--- src/rtl/sar_search_controller_pkg.sv ---
// Shared arithmetic-library definitions: SAR controller state encoding and
// the comparator flag validity check.
package arith_pkg;

    localparam logic [1:0] STATE_IDLE    = 2'd0;
    localparam logic [1:0] STATE_COMPARE = 2'd1;
    localparam logic [1:0] STATE_DONE    = 2'd2;

    typedef enum logic [1:0] {
        ST_IDLE    = STATE_IDLE,
        ST_COMPARE = STATE_COMPARE,
        ST_DONE    = STATE_DONE
    } sar_state_t;

    // Flag vector ordering is {greater, equal, less}.
    localparam int FLAG_LT = 0;
    localparam int FLAG_EQ = 1;
    localparam int FLAG_GT = 2;

    // Unknown flag bits make the result unknown, which callers must treat as
    // "not one-hot" by testing the true branch only.
    function automatic logic flags_one_hot(input logic [2:0] flags);
        return (flags == 3'b001) || (flags == 3'b010) || (flags == 3'b100);
    endfunction

endpackage

--- src/rtl/sar_search_controller.sv ---
// Successive-approximation search: drives trial words into an external
// magnitude comparator and recovers the comparator's A-side value bit by bit.
module sar_search_controller
    import arith_pkg::*;
#(
    parameter int DATA_WIDTH = 8
) (
    input  logic                  Clock_In,
    input  logic                  Reset_In,
    input  logic                  Start_In,
    input  logic                  Target_Less_Than_Trial_In,
    input  logic                  Target_Equal_To_Trial_In,
    input  logic                  Target_Greater_Than_Trial_In,
    output logic [DATA_WIDTH-1:0] Trial_Data_Out,
    output logic [DATA_WIDTH-1:0] Result_Out,
    output logic                  Busy_Out,
    output logic                  Done_Out,
    output logic                  Error_Out
);

    localparam int IDX_W = (DATA_WIDTH > 1) ? $clog2(DATA_WIDTH) : 1;
    localparam logic [IDX_W-1:0]      TOP_IDX     = IDX_W'(DATA_WIDTH - 1);
    localparam logic [DATA_WIDTH-1:0] FIRST_TRIAL = DATA_WIDTH'(1) << (DATA_WIDTH - 1);

    sar_state_t            state_reg;
    logic [DATA_WIDTH-1:0] trial_reg;
    logic [DATA_WIDTH-1:0] result_reg;
    logic [IDX_W-1:0]      bit_idx_reg;
    logic                  done_reg;
    logic                  error_reg;

    logic [2:0]            flags;
    logic [DATA_WIDTH-1:0] adjusted_trial;
    logic [DATA_WIDTH-1:0] trial_next;

    assign flags = {Target_Greater_Than_Trial_In,
                    Target_Equal_To_Trial_In,
                    Target_Less_Than_Trial_In};

    // Bit k is cleared on LT and kept otherwise; the next lower bit is then
    // raised as the following guess. Pure bit set/clear, no carries.
    genvar gi;
    generate
        for (gi = 0; gi < DATA_WIDTH; gi = gi + 1) begin : g_trial_bits
            assign adjusted_trial[gi] = (bit_idx_reg == IDX_W'(gi))
                                      ? (trial_reg[gi] & ~flags[FLAG_LT])
                                      : trial_reg[gi];
            if (gi < DATA_WIDTH - 1) begin : g_guess
                assign trial_next[gi] = (bit_idx_reg == IDX_W'(gi + 1)) | adjusted_trial[gi];
            end else begin : g_msb
                assign trial_next[gi] = adjusted_trial[gi];
            end
        end
    endgenerate

    always_ff @(posedge Clock_In) begin
        if (Reset_In) begin
            state_reg   <= ST_IDLE;
            trial_reg   <= '0;
            result_reg  <= '0;
            bit_idx_reg <= '0;
            done_reg    <= 1'b0;
            error_reg   <= 1'b0;
        end else begin
            done_reg  <= 1'b0;
            error_reg <= 1'b0;
            case (state_reg)
                ST_IDLE: begin
                    if (Start_In) begin
                        state_reg   <= ST_COMPARE;
                        trial_reg   <= FIRST_TRIAL;
                        bit_idx_reg <= TOP_IDX;
                        result_reg  <= '0;
                    end
                end
                ST_COMPARE: begin
                    if (flags_one_hot(flags)) begin
                        if (flags[FLAG_EQ]) begin
                            result_reg <= trial_reg;
                            state_reg  <= ST_DONE;
                            done_reg   <= 1'b1;
                        end else if (bit_idx_reg == '0) begin
                            result_reg <= adjusted_trial;
                            trial_reg  <= adjusted_trial;
                            state_reg  <= ST_DONE;
                            done_reg   <= 1'b1;
                        end else begin
                            trial_reg   <= trial_next;
                            bit_idx_reg <= bit_idx_reg - IDX_W'(1);
                        end
                    end else begin
                        result_reg <= '0;
                        trial_reg  <= '0;
                        state_reg  <= ST_DONE;
                        done_reg   <= 1'b1;
                        error_reg  <= 1'b1;
                    end
                end
                ST_DONE: begin
                    state_reg <= ST_IDLE;
                end
                default: begin
                    state_reg <= ST_IDLE;
                end
            endcase
        end
    end

    assign Trial_Data_Out = trial_reg;
    assign Result_Out     = result_reg;
    assign Busy_Out       = (state_reg == ST_COMPARE);
    assign Done_Out       = done_reg;
    assign Error_Out      = error_reg;

endmodule

--- config.mk ---
export PLATFORM = sky130hd
export DESIGN_NAME = sar_search_controller
export DESIGN_NICKNAME = d
export VERILOG_FILES = /design/src/rtl/sar_search_controller_pkg.sv /design/src/rtl/sar_search_controller.sv
export SDC_FILE = /design/constraint.sdc
export NUM_CORES = 1
export LEC_CHECK = 0
export ABC_CLOCK_PERIOD_IN_PS = 1700
export BUFFER_PORTS_ARGS = -buffer_cell sky130_fd_sc_hd__buf_4
export CAP_MARGIN = 30
export CORE_MARGIN = 5
export CORE_UTILIZATION = 52
export CTS_CLUSTER_DIAMETER = 60
export DETAILED_ROUTE_END_ITERATION = 10
export GPL_ROUTABILITY_DRIVEN = 0
export PLACE_DENSITY = 0.77
export SYNTH_ARGS = -nofsm -noshare
export SYNTH_HDL_FRONTEND = slang
export SYNTH_SLANG_ARGS = --single-unit
--- constraint.sdc ---
create_clock -name Clock_In -period 1.7 [get_ports Clock_In]
set_input_delay 0.425 -clock Clock_In [delete_from_list [all_inputs] [get_ports Clock_In]]
set_output_delay 0.425 -clock Clock_In [all_outputs]
set_load 0.02 [all_outputs]
-- Word-level counts from Yosys, hierarchy flattened
Index checks and enable logic that the tools add are counted.
- add/sub/neg operators: 1
- equality and inequality tests: 17
- muxes and demuxes: 32
- bitwise gates (word level): 17
- reduce and logical (&&, ||, !) cells: 10
- operators by type and width (kind ; number):
    $mux W8 ; 7
    $pmux W8 S2 ; 2
    $eq A3 B3 Y1 const B ; 5
    $mux W1 ; 12
    $mux W3 ; 4
    $eq A3 B2 Y1 const B ; 3
    $and A1 B1 Y1 ; 8
    $mux W2 ; 4
    $mux W7 ; 1
    $or A1 B1 Y1 ; 7
    $eq A3 B1 Y1 const B ; 2
    $ne A2 B2 Y1 const B ; 3
    $pmux W3 S2 ; 1
    $reduce_and A3 Y1 ; 2
    $reduce_and A5 Y1 ; 1
    $ne A4 B4 Y1 const B ; 1
    $pmux W2 S2 ; 1
    $logic_not A3 Y1 ; 1
    $ne A3 B3 Y1 const B ; 1
    $sub A3 B1 Y3 const B ; 1
    $eq A2 B1 Y1 const B ; 1
    $logic_not A2 Y1 ; 1
    $logic_or A1 B1 Y1 ; 2
    $ne A2 B1 Y1 const B ; 1
    4 further kinds ; 5
- register bits: 23
- input port bits: 6
- output and inout bits: 19
- word-level logic and storage cells: 83

-- Logic depth before layout (Yosys ltp)
- depth after elaboration: 8
- depth in mapped cells: 7
- depth with buffers taken out: 6

-- Worst setup path after synthesis
Ideal clock, no wire load.
- kind: input -> register
- start: input port Target_Equal_To_Trial_In
- end: register bit_idx_reg[1]
- setup time: 70 ps
- arrival time: 1423 ps
- data required time: 1630 ps
- path slack: 207 ps
- stages: 6
- path buffers: 2
- cells stage by stage: buf_2 -> xor2_1 -> o211a_1 -> buf_4 -> a41o_1 -> a21oi_1
- longest elaborated chain between the ends: 5
- elaborated cells between the ends (all ways): 8
- classes of those cells: eq/ne: 5; reduce/logical: 3
- ends and longest elaborated chain (item ; RTL line ; text):
    from (decl) ; sar_search_controller.sv:12 ; input logic Target_Equal_To_Trial_In,
    $eq A3 B1 Y1 / $eq A3 B2 Y1 (equally long branches) ; sar_search_controller_pkg.sv:23 ; return (flags == 3'b001) || (flags == 3'b010) || (flags == 3'b100);
    $logic_or A1 B1 Y1 (2 in a row) ; sar_search_controller_pkg.sv:23 ;
    $ne A2 B1 Y1 (no line) ; -- ;
    $reduce_and A5 Y1 (no line) (*) ; -- ;
    to (signal assigned) ; sar_search_controller.sv:89 ; bit_idx_reg <= bit_idx_reg - IDX_W'(1);
    to (decl) ; sar_search_controller.sv:28 ; logic [IDX_W-1:0] bit_idx_reg;
Mark *: on every way between the ends. The rest lies on a longest branch, timed or not.
A chain may end at the register's enable or synchronous reset.

-- Final worst setup path
- start: register state_reg[0]
- end: output port Busy_Out
- longest elaborated chain between the ends: 1
- ends and longest elaborated chain (item ; RTL line ; text):
    from (decl) ; sar_search_controller.sv:25 ; sar_state_t state_reg;
    from (signal assigned) ; sar_search_controller.sv:58 ; state_reg <= ST_IDLE;
    from (signal assigned) ; sar_search_controller.sv:70 ; state_reg <= ST_COMPARE;
    from (signal assigned) ; sar_search_controller.sv:80 ; state_reg <= ST_DONE;
    $eq A2 B1 Y1 ; sar_search_controller.sv:111 ; assign Busy_Out = (state_reg == ST_COMPARE);
    to (decl) ; sar_search_controller.sv:16 ; output logic Busy_Out,
Every way passes these cells.

==> summary.md <==
| Metric | Value |
|---|---|
| Global route total overflow | `0` |
| Synth Area in Simple Gates | `21.8%` |
| CTS Sinks | `23` |
| Family with the most delay on the worst path | `flip-flops` |
| Sequential fraction of the synthesis area | `roughly 39%` |
| EDFF count, synth | `0` |
| Top FF cell, synth | `dfxtp_1` |
| Routed met3 length | `146 um` |
| Drt drc | `0` |
| CTS tree | `built` |
| Commonest non-fill, non-tap cell in the layout | `buf_4` |
| Final worst slack | `0.0445 ns` |
| Achievable Freq | `0.604 GHz` |
| CP Max Fanout | `7` |
| Worst reg2reg startpoint | `bit_idx_reg[1]` |
| Core box area | `2170 um^2` |
| CTS H-Tree Depth | `1` |
| Final setup fails | `0` |
| Crit end category | `output pin` |
| Number of global-route vias before repair | `1009` |
| Hold WC Path Type | `input port to flip-flop` |
| Yosys cell types | `39` |
| Fillers | `184` |
| Kind of critical path | `flip-flop to output pin` |
| Inserted Clock Buffers | `3` |
| TritonRoute pass-1 iters | `4` |
| ANT nets after route | `0` |
| Post-CTS Hold Fix Bufs | `0` |
| DP Area | `1430 um^2` |
| Adder-cell area share of the yosys netlist | `5.36%` |
| Starting density of the core | `53.8%` |
| Cell area after layout | `1470 um^2` |
| Post-synthesis xor/xnor area fraction | `between 1.5 and 2%` |
| R2r setup slk | `0.17 ns` |
| Die Span X | `57.4 um` |
| Commonest non-fill, non-tap cells in the layout | `buf_4, dfxtp_1, nand2_1, a21oi_1, a22o_1` |
| Measured slew at the worst slew-check pin | `approximately 0.42 ns` |
| Post-layout util | `67.9%` |
| Post_cts resized | `0` |
| Initial antenna violation count | `0` |
| CTS max path bufs | `2` |
| Period utilization | `97.4%` |
| Mapped Area | `1170 um^2` |
| Number of max-cap violations | `0` |
| Crit path DAT | `1.23 ns` |
| Final wirelength | `2780 um` |
| Syn_nets | `140` |
| Yosys reg bits | `23` |
| Hold path startpoint | `Reset_In` |
| # rows | `17` |
| Final Hold Viols | `0` |
| Pre-CTS setup slack | `approximately 0.10 ns` |
| Main combinational cell family by area after synthesis | `compound AO/OA/AOI/OAI gates` |
| CP Launch Type | `flip-flop` |
| Worst vdd ir | `0.000437 V` |
| Nets@finish | `173` |
| Via total after detailed routing | `1096` |
| Post-DR vias/cell | `5.80` |
| Slowest stage delay, CP | `0.49 ns` |
| Setup_tns | `0 ns` |
| CP Cell Sequence | `nand2b_2 -> inv_2 -> buf_4` |
| Syn Area/Cell | `~9 um^2` |
| Wirelength per Cell | `around 15 um` |
| Top cell type's share of synthesized area | `between 30% and 40%` |
| Biggest area consumer among synthesized cells | `dfxtp_1` |
| Final worst path period need | `between 1.5 and 2 ns` |
| P per Cell Area | `slightly below 800 nW/um^2` |
| Reg-to-Reg End | `Result_Out[5]` |
| CTS root buf | `clkbuf_4` |
| WL met2 | `1370 um` |
| Global-route wire length before repair | `4570 um` |
| Reg2Reg Depth | `7` |
| Detailed placement HPWL | `2120 um` |
| Hold Path End | `state_reg[0]` |
| Top Metal Used | `met4` |
| Pins Over Slew Limit | `0` |
| Pin count of the biggest net entering global routing | `20` |
| Compound-Gate Fraction of Synth Area | `28.1%` |
| M1 WL | `1220 um` |
| Post-synthesis mux area share | `0%` |
| Clock latency on the worst-skew pair | `0.31 ns` |
| Clk slew on worst S/H paths | `roughly 0.13 ns` |
| Chip height | `57.4 um` |
| Port bufs | `24` |
| Asr flop ratio synth | `0%` |
| Die Footprint | `between 3000 and 4000 um^2` |
| Syn Inst Count | `129` |
| Run status | `finished, final reports clean` |
| Hold Path Depth | `2` |
| CP max-delay cell | `dfxtp_1` |
| Setup repair bufs after CTS | `0` |
| Buf/Inv on CP | `2` |
| Overall routing resource usage | `17.4%` |
| Layout cells sized above 1 | `28.6%` |
| Lkg Pwr | `0.000635 uW` |
| Antenna fix cells | `0` |
| WP data required | `between 1 and 1.5 ns` |
| Synthesis-to-finish area growth | `26.3%` |
| Skew final | `0.00467 ns` |
| Slew headroom | `between 70% and 80%` |
| IO Count | `25` |
| Largest cells by area after synthesis | `dfxtp_1, a22o_1, ha_1` |
| Iter 0 DRT Violations | `34` |
| Yosys Warn Count | `0` |
## logic make-up (layout without fill, tap and decap cells)
logic type               Yosys count  in the layout
AO/OA/AOI/OAI                     45             45
XOR/XNOR                           2              2
adder cells (fa/ha/maj)            5              5
buffers and inverters             10             42
flip-flops                        23             23
AND/OR/NAND/NOR                   44             44
## metrics by stage
step / instances / power [uW] / hold slack (ns)
detailed placement: 185 / 912 / 0.471
CTS: 189 / 1160 / 0.437
global route: 189 / 1250 / 0.435
global placement: 185 / 903 / 0.458
finish: 189 / 1170 / 0.437
floorplan: 129 / 795 / 0.511
## layer usage
layer  GRT usage (%)  vias to the layer above
met2            28.7                       33
met1            22.1                      509
met3            3.17                        6
met5               0                        -
met4            7.28                        0
li1                -                      548
## how the worst max path moves through the flow
| stage | depth (start not counted) | startpoint | slack [ns] | endpoint |
|---|---|---|---|---|
| 2_1_floorplan | 6 | Target_Equal_To_Trial_In | 0.21 | bit_idx_reg[1] |
| 3_3_place_gp | 6 | Target_Equal_To_Trial_In | 0.14 | bit_idx_reg[1] |
| 3_5_place_dp | 7 | bit_idx_reg[0] | 0.10 | Result_Out[5] |
| 4_1_cts | 3 | state_reg[0] | 0.06 | Busy_Out |
| 5_1_grt | 3 | state_reg[0] | -0.001 | Busy_Out |
| 6_report | 3 | state_reg[0] | 0.04 | Busy_Out |
## cell type report
class | count | area [um^2] | share of cell area [%]
clock buffer | 3 | 22.5 | 1.53
clock inverter | 1 | 5.00 | 0.340
inverter | 3 | 11.3 | 0.764
multi-input combinational | 96 | 677 | 45.9
sequential | 23 | 460 | 31.2
tap | 28 | 35.0 | 2.38
timing repair buffer | 35 | 263 | 17.8
## synthesized netlist by cell type, drive strengths merged (4+ instances only)
master and number:
nand2 10, dfxtp 23, nor2 7, nor3 7, buf 5, nand2b 6
a31oi 4, a21oi 11, o21ai 4, a22o 8, ha 5, nand4b 4
nor2b 5
## worst register-to-register path: cells and delay by family (launching register included)
kind / cells / cell delay (ns)
AOI/OAI and AO/OA: 1 / 0.17
adders and majority gates: 1 / 0.18
DFF: 1 / 0.35
and+or+nand+nor: 3 / 0.49
buffers and inverters: 2 / 0.30
## power breakdown
| group | internal (uW) | total, uW | switching [uW] |
|---|---|---|---|
| registers | 562 | 584 | 22.3 |
| logic | 142 | 333 | 191 |
| clock network | 88.0 | 252 | 164 |
(Power assumes the default switching activity.)
